$ cat config.mk
export PLATFORM = sky130hd
export DESIGN_NAME = usb_bit_unstuffer
export DESIGN_NICKNAME = d
export VERILOG_FILES = /design/src/rtl/usb_pkg.sv /design/src/rtl/usb_rx_deserializer.sv /design/src/rtl/usb_bit_unstuffer.sv
export SDC_FILE = /design/constraint.sdc
export NUM_CORES = 1
export LEC_CHECK = 0
export BUFFER_PORTS_ARGS = -buffer_cell sky130_fd_sc_hd__buf_4
export CAP_MARGIN = 10
export CORE_UTILIZATION = 40
export DETAILED_ROUTE_END_ITERATION = 6
export SLEW_MARGIN = 10
export SYNTH_ARGS = -nofsm -noshare
export SYNTH_HDL_FRONTEND = slang
export SYNTH_HIERARCHICAL = 1
export SYNTH_SLANG_ARGS = --single-unit
$ cat constraint.sdc
create_clock -name clk -period 2.15 [get_ports clk]
set_input_delay 0.645 -clock clk [delete_from_list [all_inputs] [get_ports clk]]
set_output_delay 0.645 -clock clk [all_outputs]
set_load 0.05 [all_outputs]
$ cat src/rtl/usb_pkg.sv
// Shared USB bit-level definitions used by both the bit stuffer and unstuffer.
package usb_pkg;

  localparam int unsigned USB_MAX_ONES = 6;

  typedef enum logic {
    RUN = 1'b0,
    ERR = 1'b1
  } unstuff_state_t;

endpackage

$ cat src/rtl/usb_rx_deserializer.sv
// LSB-first bit-to-byte shifter; byte_valid pulses with the eighth accepted bit.
module usb_rx_deserializer (
  input  logic       clk,
  input  logic       rst,
  input  logic       clear,
  input  logic       bit_valid,
  input  logic       bit_in,
  output logic [7:0] byte_out,
  output logic       byte_valid
);

  logic [2:0] cnt_q, cnt_d;
  logic [7:0] shift_q, shift_d;
  logic [7:0] byte_q, byte_d;
  logic       valid_q, valid_d;

  always_comb begin
    cnt_d   = cnt_q;
    shift_d = shift_q;
    byte_d  = byte_q;
    valid_d = 1'b0;
    if (clear) begin
      cnt_d   = 3'd0;
      shift_d = 8'h00;
    end else if (bit_valid) begin
      // First received bit ends up in bit 0 after eight right shifts.
      shift_d = {bit_in, shift_q[7:1]};
      cnt_d   = cnt_q + 3'd1;
      if (cnt_q == 3'd7) begin
        byte_d  = shift_d;
        valid_d = 1'b1;
      end
    end
  end

  always_ff @(posedge clk or posedge rst) begin
    if (rst) begin
      cnt_q   <= 3'd0;
      shift_q <= 8'h00;
      byte_q  <= 8'h00;
      valid_q <= 1'b0;
    end else begin
      cnt_q   <= cnt_d;
      shift_q <= shift_d;
      byte_q  <= byte_d;
      valid_q <= valid_d;
    end
  end

  assign byte_out   = byte_q;
  assign byte_valid = valid_q;

endmodule

$ cat src/rtl/usb_bit_unstuffer.sv
// Receive-side bit unstuffer: drops the zero stuffed after MAX_ONES ones, flags violations,
// and feeds surviving bits to the byte deserializer.
module usb_bit_unstuffer
  import usb_pkg::*;
#(
  parameter int unsigned MAX_ONES = USB_MAX_ONES
) (
  input  logic       clk,
  input  logic       RST,
  input  logic       in_bit,
  input  logic       en,
  input  logic       clear,
  output logic       out_bit,
  output logic       out_valid,
  output logic [7:0] byte_out,
  output logic       byte_valid,
  output logic       stuff_err,
  output logic       in_err
);

  localparam int unsigned CntW = $clog2(MAX_ONES + 1);
  localparam logic [CntW-1:0] MaxOnes = CntW'(MAX_ONES);

  unstuff_state_t  state_q, state_d;
  logic [CntW-1:0] ones_q, ones_d;
  logic            out_bit_q, out_bit_d;
  logic            out_valid_q, out_valid_d;
  logic            stuff_err_q, stuff_err_d;
  logic            emit;
  logic            violation;

  always_comb begin
    state_d     = state_q;
    ones_d      = ones_q;
    out_bit_d   = out_bit_q;
    out_valid_d = 1'b0;
    stuff_err_d = 1'b0;
    emit        = 1'b0;
    violation   = 1'b0;
    if (clear) begin
      state_d = RUN;
      ones_d  = '0;
    end else if (en && (state_q == RUN)) begin
      if (ones_q == MaxOnes) begin
        // This slot must carry a stuffed zero; a one here is a violation.
        ones_d = '0;
        if (in_bit) begin
          violation   = 1'b1;
          stuff_err_d = 1'b1;
          state_d     = ERR;
        end
      end else begin
        emit        = 1'b1;
        out_valid_d = 1'b1;
        out_bit_d   = in_bit;
        ones_d      = in_bit ? ones_q + 1'b1 : '0;
      end
    end
  end

  always_ff @(posedge clk or posedge RST) begin
    if (RST) begin
      state_q     <= RUN;
      ones_q      <= '0;
      out_bit_q   <= 1'b0;
      out_valid_q <= 1'b0;
      stuff_err_q <= 1'b0;
    end else begin
      state_q     <= state_d;
      ones_q      <= ones_d;
      out_bit_q   <= out_bit_d;
      out_valid_q <= out_valid_d;
      stuff_err_q <= stuff_err_d;
    end
  end

  // A violation discards the partially assembled byte.
  usb_rx_deserializer u_deser (
    .clk        (clk),
    .rst        (RST),
    .clear      (clear | violation),
    .bit_valid  (emit),
    .bit_in     (in_bit),
    .byte_out   (byte_out),
    .byte_valid (byte_valid)
  );

  assign out_bit   = out_bit_q;
  assign out_valid = out_valid_q;
  assign stuff_err = stuff_err_q;
  assign in_err    = (state_q == ERR);

endmodule

# Word level (Yosys, flattened, before mapping)
# Index checks and enable logic that the tools add are counted.
dict set report classes {
  addsub 2
  n_eq_ne 2
  reduce_logical 8
  n_bitwise 5
  n_mux 22
}
# op count
set ops {}
lappend ops {{3-bit two-way mux} 6}
lappend ops {{8-bit two-way mux} 2}
lappend ops {{1-bit two-way mux} 14}
lappend ops {{3-bit AND reduction} 3}
lappend ops {{2-bit nonzero test} 4}
lappend ops {{3-bit by 1-bit adder with 3-bit output, second input constant} 2}
lappend ops {{3-bit equality test, second input constant} 2}
lappend ops {{1-bit inverter} 4}
lappend ops {{1-bit logical AND} 1}
lappend ops {{1-bit bitwise OR} 1}
dict set report totals {
  output_inout_bits 13
  wordCells 48
  in_bits 5
  reg_bits 27
}

# Depth between registers and ports, before layout
# Gate-level depths: netlist of the first run.
dict set report logic_depth {
  word_depth 7
  depth_mapped 7
  depth_no_buf 6
}

# Hierarchy
# Netlist of the first run, hierarchy kept.
# mod area_each_um2 seq_area_each_um2 n_inst cells_per_inst
set modules_own_cells {}
lappend modules_own_cells {usb_rx_deserializer 795.8 475.5 1 54}
lappend modules_own_cells {usb_bit_unstuffer 352.8 175.2 1 31}

# Worst setup path before layout of the first run
# No wires, ideal clock.
dict set report synth_timing {
  path_type {register -> register}
  start {register state_q, in the netlist in_err}
  end {register u_deser.byte_q[0], in the netlist u_deser/byte_out[0]}
  required_ps 2025
  arrival_time_ps 1649
  setup_time_ps 125
  n_path_buf 0
  stages_incl_launch_ff 6
  period_less_slack_ps 1774
  path_slack_ps 376
  cell_sequence {dfrtp_1 -> and2b_4 -> nand4_1 -> nand2b_1 -> nand3b_4 -> mux2_4}
}
dict set report synth_via {
  elab_chain_cells 7
  elab_cells_between_ends 9
  cone_classes {4 x mux; 3 x bitwise; 2 x reduce/logical}
}
# item line
set synth_rtl {}
lappend synth_rtl {{start: declaration} usb_bit_unstuffer.sv:24} ;# unstuff_state_t state_q, state_d;
lappend synth_rtl {{start signal: assignment} usb_bit_unstuffer.sv:69} ;# state_q <= state_d;
lappend synth_rtl {{1-bit inverter *} usb_bit_unstuffer.sv:43} ;# end else if (en && (state_q == RUN)) begin
lappend synth_rtl {{1-bit logical AND *} usb_bit_unstuffer.sv:43}
lappend synth_rtl {{1-bit two-way mux} usb_bit_unstuffer.sv:43}
lappend synth_rtl {{1-bit two-way mux} usb_bit_unstuffer.sv:40} ;# if (clear) begin
lappend synth_rtl {{1-bit bitwise OR} usb_bit_unstuffer.sv:81} ;# .clear (clear | violation),
lappend synth_rtl {{1-bit inverter (no source line)} -}
lappend synth_rtl {{3-bit AND reduction (no source line) *} -}
lappend synth_rtl {{end signal: assignment} usb_rx_deserializer.sv:45} ;# byte_q <= byte_d;
lappend synth_rtl {{end: declaration} usb_rx_deserializer.sv:14} ;# logic [7:0] byte_q, byte_d;
# Mark *: on every way between the ends. The rest lies on a longest branch, timed or not.
# A chain may end at the register's enable or synchronous reset.

# Worst setup path in the final report of the first run
dict set report layout_timing {
  start {register ones_q[0]}
  end {register u_deser.byte_q[4], in the netlist u_deser/byte_out[4]}
}
dict set report layout_via {
  elab_cells_between_ends 10
  cone_classes {1 x eq/ne; 6 x mux; 2 x bitwise; 1 x reduce/logical}
}
# item line
set layout_lines {}
lappend layout_lines {{start: declaration} usb_bit_unstuffer.sv:25} ;# logic [CntW-1:0] ones_q, ones_d;
lappend layout_lines {{start signal: assignment} usb_bit_unstuffer.sv:70} ;# ones_q <= ones_d;
lappend layout_lines {{3-bit equality test} usb_bit_unstuffer.sv:44} ;# if (ones_q == MaxOnes) begin
lappend layout_lines {{1-bit two-way mux} usb_bit_unstuffer.sv:44}
lappend layout_lines {{1-bit two-way mux} usb_bit_unstuffer.sv:43}
lappend layout_lines {{1-bit two-way mux} usb_bit_unstuffer.sv:40}
lappend layout_lines {{via emit} usb_bit_unstuffer.sv:29} ;# logic emit;
lappend layout_lines {{3-bit AND reduction (no source line)} -}
# The timed path passes the listed nets, and every way through them passes these cells.

==> results by group, run 1 <==
STA
  – Max Slew Vio Count: 0
  – FMAX: about 560 MHz
  – Tmin final: between 1.5 and 2 ns
  – Tightest Pin Transition: between 0.7 and 0.8 ns
  – WHS: roughly 0.24 ns
  – Setup-failing EPs final: 0
  – Endpoints failing hold: 0
  – Final Skew: 0.00934 ns
  – Setup TNS: 0 ns
  – Unrepaired setup endpoints after global routing: false
  – Relative slew margins: 0.530
  – Crit share post-route: 0.825

Power and ir drop
  – PwrDens: 605 mW/mm^2
  – Combinational fraction of design power: 0.099
  – Switch share: 0.231
  – Total power: around 0.0008 W
  – Leakage: between 0.7 and 0.8 nW
  – Part of the power in the clock network: 0.289
  – Total internal power: 0.000634 W
  – Seq pwr share: 0.612
  – VDD IR-drop max: about 420 uV
  – NetSw: between 0.00015 and 0.0002 W

Placed design
  – DP HPWL: around 1.4 mm
  – Gpl congestion: between 0.7 and 0.8
  – PortBufs: 17

Final layout
  – Ant. Diodes: 0
  – Most frequent cells in the layout: 26 x dfrtp_1, 20 x buf_4, 11 x nor2_1, 9 x mux2_4, 9 x mux2i_1
  – Commonest non-fill, non-tap cell in the layout: dfrtp_1
  – Reg area: around 650 sq um
  – Area Growth Syn to Fin: 18.6%
  – Layout Nets: roughly 120
  – Area of the multi-input gates: approximately 470 sq um
  – Fillcell total: around 230
  – Proportion of layout cells with a drive suffix above 1: 0.346
  – Finished Core Util: 0.498

Die
  – I/O Pins: 18
  – Die width: 55.6 microns
  – Die area: 0.00309 sq mm
  – # rows: 19
  – Core Area: about 0.0027 sq mm
  – Initial core utilization: 0.420
  – Die height: between 50 and 60 microns

Synth
  – Synthesis-stage register bit count: 26
  – Post-Synthesis Cells: 85
  – Seq/Total Area, Yosys: 0.566
  – YS warnings: 6
  – Synthesized Nets: 94
  – Yosys cell types: 20
  – Synth area leader: dfrtp_1
  – Mapped Area: around 0.0011 sq mm
  – Post-synth top area share: 0.566
  – Top cells by area, synth: dfrtp_1 57%, mux2_4 12%, mux2i_1 7.8%, ha_1 4.4%, nor2_1 3.6%
  – Mean Syn Cell Area: between 10 and 15 sq um

Clock network
  – Root buf cell: clkbuf_4
  – Num CTS Buffers: 3
  – Post-CTS setup buffer count: 0
  – Clock Latency Late Sink: 0.31 ns
  – Clk slew on worst S/H paths: 0.14 ns
  – # clock sinks: 26
  – # H-tree levels: 1
  – Hold Buf Count CTS: 0
  – Clock Path Buffers: 2
  – Post-CTS Resized: 0
  – CTS tree: yes

Worst setup path
  – Max FO, Critical Path: 9
  – CP Data Arrival Time: approximately 2.0 ns
  – Req. time, crit path: between 2 and 2.5 ns
  – CP Depth: 6
  – Delay of the slowest critical-path stage: 0.39 ns
  – CP bufs+invs: 1
  – Worst path cell trace: inv_1 -> ha_1 -> nand2_1 -> nor3b_4 -> nand3b_4 -> mux2_4
  – Cell family with most CP delay: simple AND/OR/NAND/NOR gates
  – CP Class: reg -> reg
  – Critical Path Start Type: flop
  – Worst R2R Path Depth: 6
  – Slowest cell on crit path: dfrtp_1
  – Critical Path Sink Type: flop

Status
  – Outcome: completed

GRT
  – First-pass GRT wire length: approximately 3.4 mm
  – Initial antenna violation count: 0
  – Vias in the first global route: 714
  – Global route total overflow: 0
  – Largest net degree at the start of global routing: 20
  – Total track usage: 0.142

Flow run
  – Maxcap violations: 0

Routing
  – Vias/cell: approximately 5
  – Initial drt markers: 9
  – WL final: around 1.9 mm
  – DRT antenna net count: 0
  – Drt pass-1 iters: 4
  – Routed WL per cell: about 14 microns
  – Drt drc: 0
  – Vias after detailed routing: between 600 and 700

Min path
  – HP Class: in -> async
[layout make-up]
cell class                      count  share of cell area
Clock buffer                        4              0.0266
Inverter                            5              0.0138
Multi-Input combinational cell     52               0.343
Sequential cell                    26               0.478
Tap cell                           31              0.0285
Timing Repair Buffer               20               0.110
[worst paths after layout]
check	from	end	slack, ns
worst min register to register	u_deser/byte_out[1]	u_deser/byte_out[1]	0.53
max in group asynchronous	RST	u_deser/byte_out[0]	1.27
worst max-delay path	ones_q[0]	u_deser/byte_out[4]	0.38
min in group clk	u_deser/byte_out[1]	u_deser/byte_out[1]	0.53
worst max register to register	ones_q[0]	u_deser/byte_out[4]	0.38
worst min-delay path	RST	out_valid	0.24
[power by group through the flow]
stage | Clock, W | Sequential (W) | Combinational [W]
6_report | 0.000238 | 0.000504 | 0.0000819
5_1_grt | 0.000271 | 0.000506 | 0.0000898
4_1_cts | 0.000254 | 0.000504 | 0.0000838
3_5_place_dp | 0 | 0.000514 | 0.0000836
3_3_place_gp | 0 | 0.000513 | 0.0000822
2_1_floorplan | 0 | 0.000526 | 0.0000417
[layer usage]
| layer | GRT usage | routed length [microns] | vias up |
|---|---|---|---|
| met1 | 0.182 | 888 | 338 |
| met3 | 0.0302 | 83 | 2 |
| met5 | 0 | 0 | - |
| li1 | - | - | 333 |
| met4 | 0.0643 | 12 | 0 |
| met2 | 0.232 | 922 | 12 |
[worst reg2reg max path: cells and delay by family (launching register included)]
kind          cells  cell delay [ns]
mux               1             0.35
buf+inv           1             0.06
fa+ha+maj         1             0.22
flops             1             0.39
simple gates      3             0.63
[Yosys cell counts, drive strengths merged]
cell     n
nand4    2
mux2i    9
nor2    11
nand3b   1
clkbuf   1
nand2b   2
nand2    3
inv      5
dfrtp   26
nor3b    2
mux2     9
buf      1
and2b    1
ha       4
o21ai    1
xnor2    1
nand4b   2
a21oi    4
[sequential cells by signal (all words and copies together) (netlist names)]
name	count
u_deser/byte_out	8
out_valid	1
u_deser/byte_valid	1
u_deser/cnt_q	3
ones_q	3
u_deser/shift_q	7
in_err	1
out_bit	1
stuff_err	1
[metrics by stage]
| stage | area (sq um) | instances | setup WS, ns |
|---|---|---|---|
| global route | 1360 | 138 | 0.249 |
| CTS | 1360 | 138 | 0.344 |
| global placement | 1330 | 134 | 0.265 |
| floorplan | 1150 | 85 | 0.376 |
| detailed placement | 1330 | 134 | 0.256 |
| finish | 1360 | 138 | 0.376 |
[cells by family (layout without fill, tap and decap cells)]
group | Yosys count | after routing | synth area share
adder cells (fa/ha/maj) | 4 | 4 | 0.0436
flip-flops | 26 | 26 | 0.566
multiplexers | 18 | 18 | 0.196
AO/OA/AOI/OAI | 5 | 5 | 0.0218
XOR/XNOR | 1 | 1 | 0.00763
AND/OR/NAND/NOR | 24 | 24 | 0.138
buffers and inverters | 7 | 29 | 0.0261
Power figures use the tool's default switching activity.
==> run 2, diff against run 1 <==
--- a/config.mk
+++ b/config.mk
@@ -5,6 +5,7 @@
 export SDC_FILE = /design/constraint.sdc
 export NUM_CORES = 1
 export LEC_CHECK = 0
+export ABC_AREA = 1
 export BUFFER_PORTS_ARGS = -buffer_cell sky130_fd_sc_hd__buf_4
 export CAP_MARGIN = 10
 export CORE_UTILIZATION = 40
==> constraint.sdc (replaced) <==
create_clock -name clk -period 1.7 [get_ports clk]
set_input_delay 0.51 -clock clk [delete_from_list [all_inputs] [get_ports clk]]
set_output_delay 0.51 -clock clk [all_outputs]
set_load 0.05 [all_outputs]
==> run 2 against run 1 <==
Via count grew 26%. Synthesized area grew 1.7%. Global-route usage fell by 0.51 points. Largest power group unchanged. Highest routed layer unchanged.
==> results by group, run 2 <==
Synth
  – Synthesized Nets: 137 (was 94)
  – Mean Syn Cell Area: 9.13 sq um (was 13.5 sq um)
  – Adder-Cell Fraction of Synth Area: 0.0428 (was 0.0436)
  – Seq/Total Area, Yosys: 0.557 (was 0.566)
  – Synthesis-stage register bit count: 26 (unchanged)
  – Most common cell in the netlist: nand2_1 (was dfrtp_1)
  – Post-synthesis compound-gate area fraction: 0.0107 (was 0.0218)
  – Mapped Area: 0.00117 sq mm (was 0.00115 sq mm)
  – YS warnings: 6 (unchanged)
  – Top cells by area, synth: dfrtp_1 56%, nand2_1 15%, nand3_1 5.1%, ha_1 4.3%, nand4_1 4.3% (was dfrtp_1 57%, mux2_4 12%, mux2i_1 7.8%, ha_1 4.4%, nor2_1 3.6%)
  – Post-synth top area share: 0.557 (was 0.566)
  – List of most frequent post-synthesis cells: 46 x nand2_1, 26 x dfrtp_1, 12 x nand3_1, 9 x inv_1, 8 x nand4_1 (was 26 x dfrtp_1, 11 x nor2_1, 9 x mux2_4, 9 x mux2i_1, 5 x inv_1)
  – Top flip-flop cell by instance count after synthesis: dfrtp_1 (unchanged)
  – Post-Synthesis Cells: 128 (was 85)
  – Mux cell area share after synthesis: 0 (was 0.196)
  – Post-synth EDFFs: 0 (unchanged)
  – Synth area leader: dfrtp_1 (unchanged)
  – Yosys cell types: 18 (was 20)
  – Xor and xnor area share after synthesis: 0 (was 0.00763)
  – Simple-Gate Fraction of Synth Area: 0.324 (was 0.138)
  – Asr flop ratio synth: 1.00 (unchanged)
  – Main combinational cell family by area after synthesis: simple AND/OR/NAND/NOR gates (was multiplexers)

STA
  – Tightest Pin Transition: 0.356 ns (was 0.705 ns)
  – Unrepaired setup endpoints after global routing: false (unchanged)
  – Tmin final: 1.52 ns (was 1.77 ns)
  – Relative slew margins: 0.763 (was 0.530)
  – Endpoints failing hold: 0 (unchanged)
  – Setup-failing EPs final: 0 (unchanged)
  – Crit share post-route: 0.896 (was 0.825)
  – Final Skew: 0.00507 ns (was 0.00934 ns)
  – Max Slew Vio Count: 0 (unchanged)
  – Setup TNS: 0 ns (unchanged)
  – FMAX: 656 MHz (was 564 MHz)

Worst setup path
  – Worst path cell trace: inv_1 -> ha_1 -> nand2_2 -> inv_1 -> nand3_2 -> nand2_1 -> nor2_2 -> nand2_1 -> nand2_1 (was inv_1 -> ha_1 -> nand2_1 -> nor3b_4 -> nand3b_4 -> mux2_4)
  – Critical Path Start Type: flop (unchanged)
  – Critical Path Sink Type: flop (unchanged)
  – Delay of the slowest critical-path stage: 0.39 ns (about the same)
  – CP Class: reg -> reg (unchanged)
  – Most common cell on crit path: nand2_1
  – CP Data Arrival Time: 1.78 ns (was 1.98 ns)
  – Req. time, crit path: 1.96 ns (was 2.36 ns)
  – Slowest cell on crit path: dfrtp_1 (unchanged)
  – Max FO, Critical Path: 9 (unchanged)

GRT
  – Total track usage: 0.137 (was 0.142)
  – Global route total overflow: 0 (unchanged)
  – Initial antenna violation count: 0 (unchanged)
  – First-pass GRT wire length: 3.45 mm (was 3.37 mm)
  – Vias in the first global route: 767 (was 714)
  – Largest net degree at the start of global routing: 20 (unchanged)

Power and ir drop
  – Leakage: 0.812 nW (was 0.740 nW)
  – PwrDens: 755 mW/mm^2 (was 605 mW/mm^2)
  – VDD IR-drop max: 354 uV (was 416 uV)

Routing
  – Vias/cell: 4.76 (was 4.96)
  – DRT antenna net count: 0 (unchanged)
  – WL final: 1.93 mm (was 1.91 mm)
  – Drt drc: 0 (unchanged)
  – Initial drt markers: 28 (was 9)
  – Vias after detailed routing: 861 (was 685)
  – Drt pass-1 iters: 4 (unchanged)
  – Routed WL per cell: 10.7 microns (was 13.8 microns)

Flow run
  – Maxcap violations: 0 (unchanged)

Final layout
  – Commonest non-fill, non-tap cell in the layout: nand2_1 (was dfrtp_1)
  – Finished Core Util: 0.499 (was 0.498)
  – Ant. Diodes: 0 (unchanged)
  – Layout Nets: 160 (was 117)
  – Max reg flops: 8 (unchanged)
  – Area Growth Syn to Fin: 17.8% (was 18.6%)
  – Most frequent cells in the layout: 46 x nand2_1, 26 x dfrtp_1, 22 x buf_4, 12 x nand3_1, 9 x inv_1 (was 26 x dfrtp_1, 20 x buf_4, 11 x nor2_1, 9 x mux2_4, 9 x mux2i_1)
  – Proportion of layout cells with a drive suffix above 1: 0.240 (was 0.346)
  – Fillcell total: 261 (was 234)
  – Fin cells: 181 (was 138)

Clock network
  – Clock Path Buffers: 2 (unchanged)
  – CTS tree: yes (unchanged)
  – Root buf cell: clkbuf_4 (unchanged)
  – Clk slew on worst S/H paths: 0.14 ns (about the same)
  – # H-tree levels: 1 (unchanged)
  – Clock Latency Late Sink: 0.31 ns (about the same)
  – Post-CTS setup buffer count: 0 (unchanged)
  – Num CTS Buffers: 3 (unchanged)
  – # clock sinks: 26 (unchanged)
  – Hold Buf Count CTS: 0 (unchanged)
  – Post-CTS Resized: 0 (unchanged)

Die
  – Die height: 56.1 microns (was 55.6 microns)
  – # rows: 19 (unchanged)
  – Initial core utilization: 0.424 (was 0.420)
  – Core Area: 0.00276 sq mm (was 0.00273 sq mm)
  – Die width: 56.1 microns (was 55.6 microns)
  – I/O Pins: 18 (unchanged)
  – Die area: 0.00314 sq mm (was 0.00309 sq mm)

Placed design
  – PortBufs: 17 (unchanged)
  – Gpl congestion: 0.776 (was 0.786)
  – DP HPWL: 1.46 mm (was 1.42 mm)
  – Inst Count DP: 177 (was 134)

Min path
  – HP Class: in -> async (unchanged)

Status
  – Outcome: completed (unchanged)
[run 2: changes by cell type after synthesis, moves of 3 or more]
cell	before	now
nor2_1	11	7
nand2_1	3	46
mux2_4	9	0
nand3_1	0	12
nand2_2	0	3
a21oi_1	4	0
mux2i_1	9	0
inv_1	5	9
nand4_1	2	8
[run 2: path summary, 6_finish.rpt]
kind	from	to	slack, ns	depth (start not counted)
worst max register to register	ones_q[0]	u_deser/shift_q[1]	0.18	9
worst min-delay path	RST	out_valid	0.11	2
min in group clk	clear	stuff_err	0.38	2
max in group asynchronous	RST	u_deser/byte_out[2]	1.29	3
worst min register to register	u_deser/byte_out[2]	u_deser/byte_out[2]	0.49	2
worst max-delay path	ones_q[0]	u_deser/shift_q[1]	0.18	9
[run 2: metal layers]
layer	up-vias	routed length, microns	global-route usage
met5	-	0	0
li1	451	-	-
met1	392	1010	0.212
met4	0	13	0.0418
met3	2	82	0.0209
met2	16	822	0.197
[run 2: area by class of cell]
type / count / area [sq um] / area share
clock buffers: 4 / 36.3 / 0.0264
repair buffers: 22 / 165 / 0.120
flip-flops and latches: 26 / 651 / 0.473
multi-input cells: 87 / 442 / 0.321
inverters: 11 / 43.8 / 0.0318
well taps: 31 / 38.8 / 0.0282
[run 2: kinds of logic (layout without fill, tap and decap cells)]
family          Yosys count  after routing
flops                    26             26
fa+ha+maj                 4              4
compound gates            2              2
buf+inv                  15             37
simple gates             81             81
[run 2: critical path: cells and delay by family, from the launching register on]
family	cells	cell delay (ns)
and+or+nand+nor	6	0.76
DFF	1	0.39
adders and majority gates	1	0.20
buffers and inverters	2	0.12
[run 2: per-stage QoR]
stage | cell area (sq um) | power, W | hold slack, ns | worst slack [ns]
6_report | 1380 | 0.00104 | 0.113 | 0.176
3_5_place_dp | 1340 | 0.000750 | 0.461 | 0.149
5_1_grt | 1380 | 0.00110 | 0.119 | 0.0311
2_1_floorplan | 1170 | 0.000716 | 0.313 | 0.233
4_1_cts | 1370 | 0.00106 | 0.111 | 0.129
3_3_place_gp | 1340 | 0.000748 | 0.458 | 0.188
[run 2: power breakdown]
| part | leakage (nW) | internal [W] | total (W) | switching (W) |
|---|---|---|---|---|
| Combinational | 0.432 | 0.0000319 | 0.000102 | 0.0000698 |
| Clock | 0.0210 | 0.000131 | 0.000302 | 0.000171 |
| Sequential | 0.359 | 0.000629 | 0.000635 | 0.00000659 |
| Total | 0.812 | 0.000791 | 0.00104 | 0.000247 |
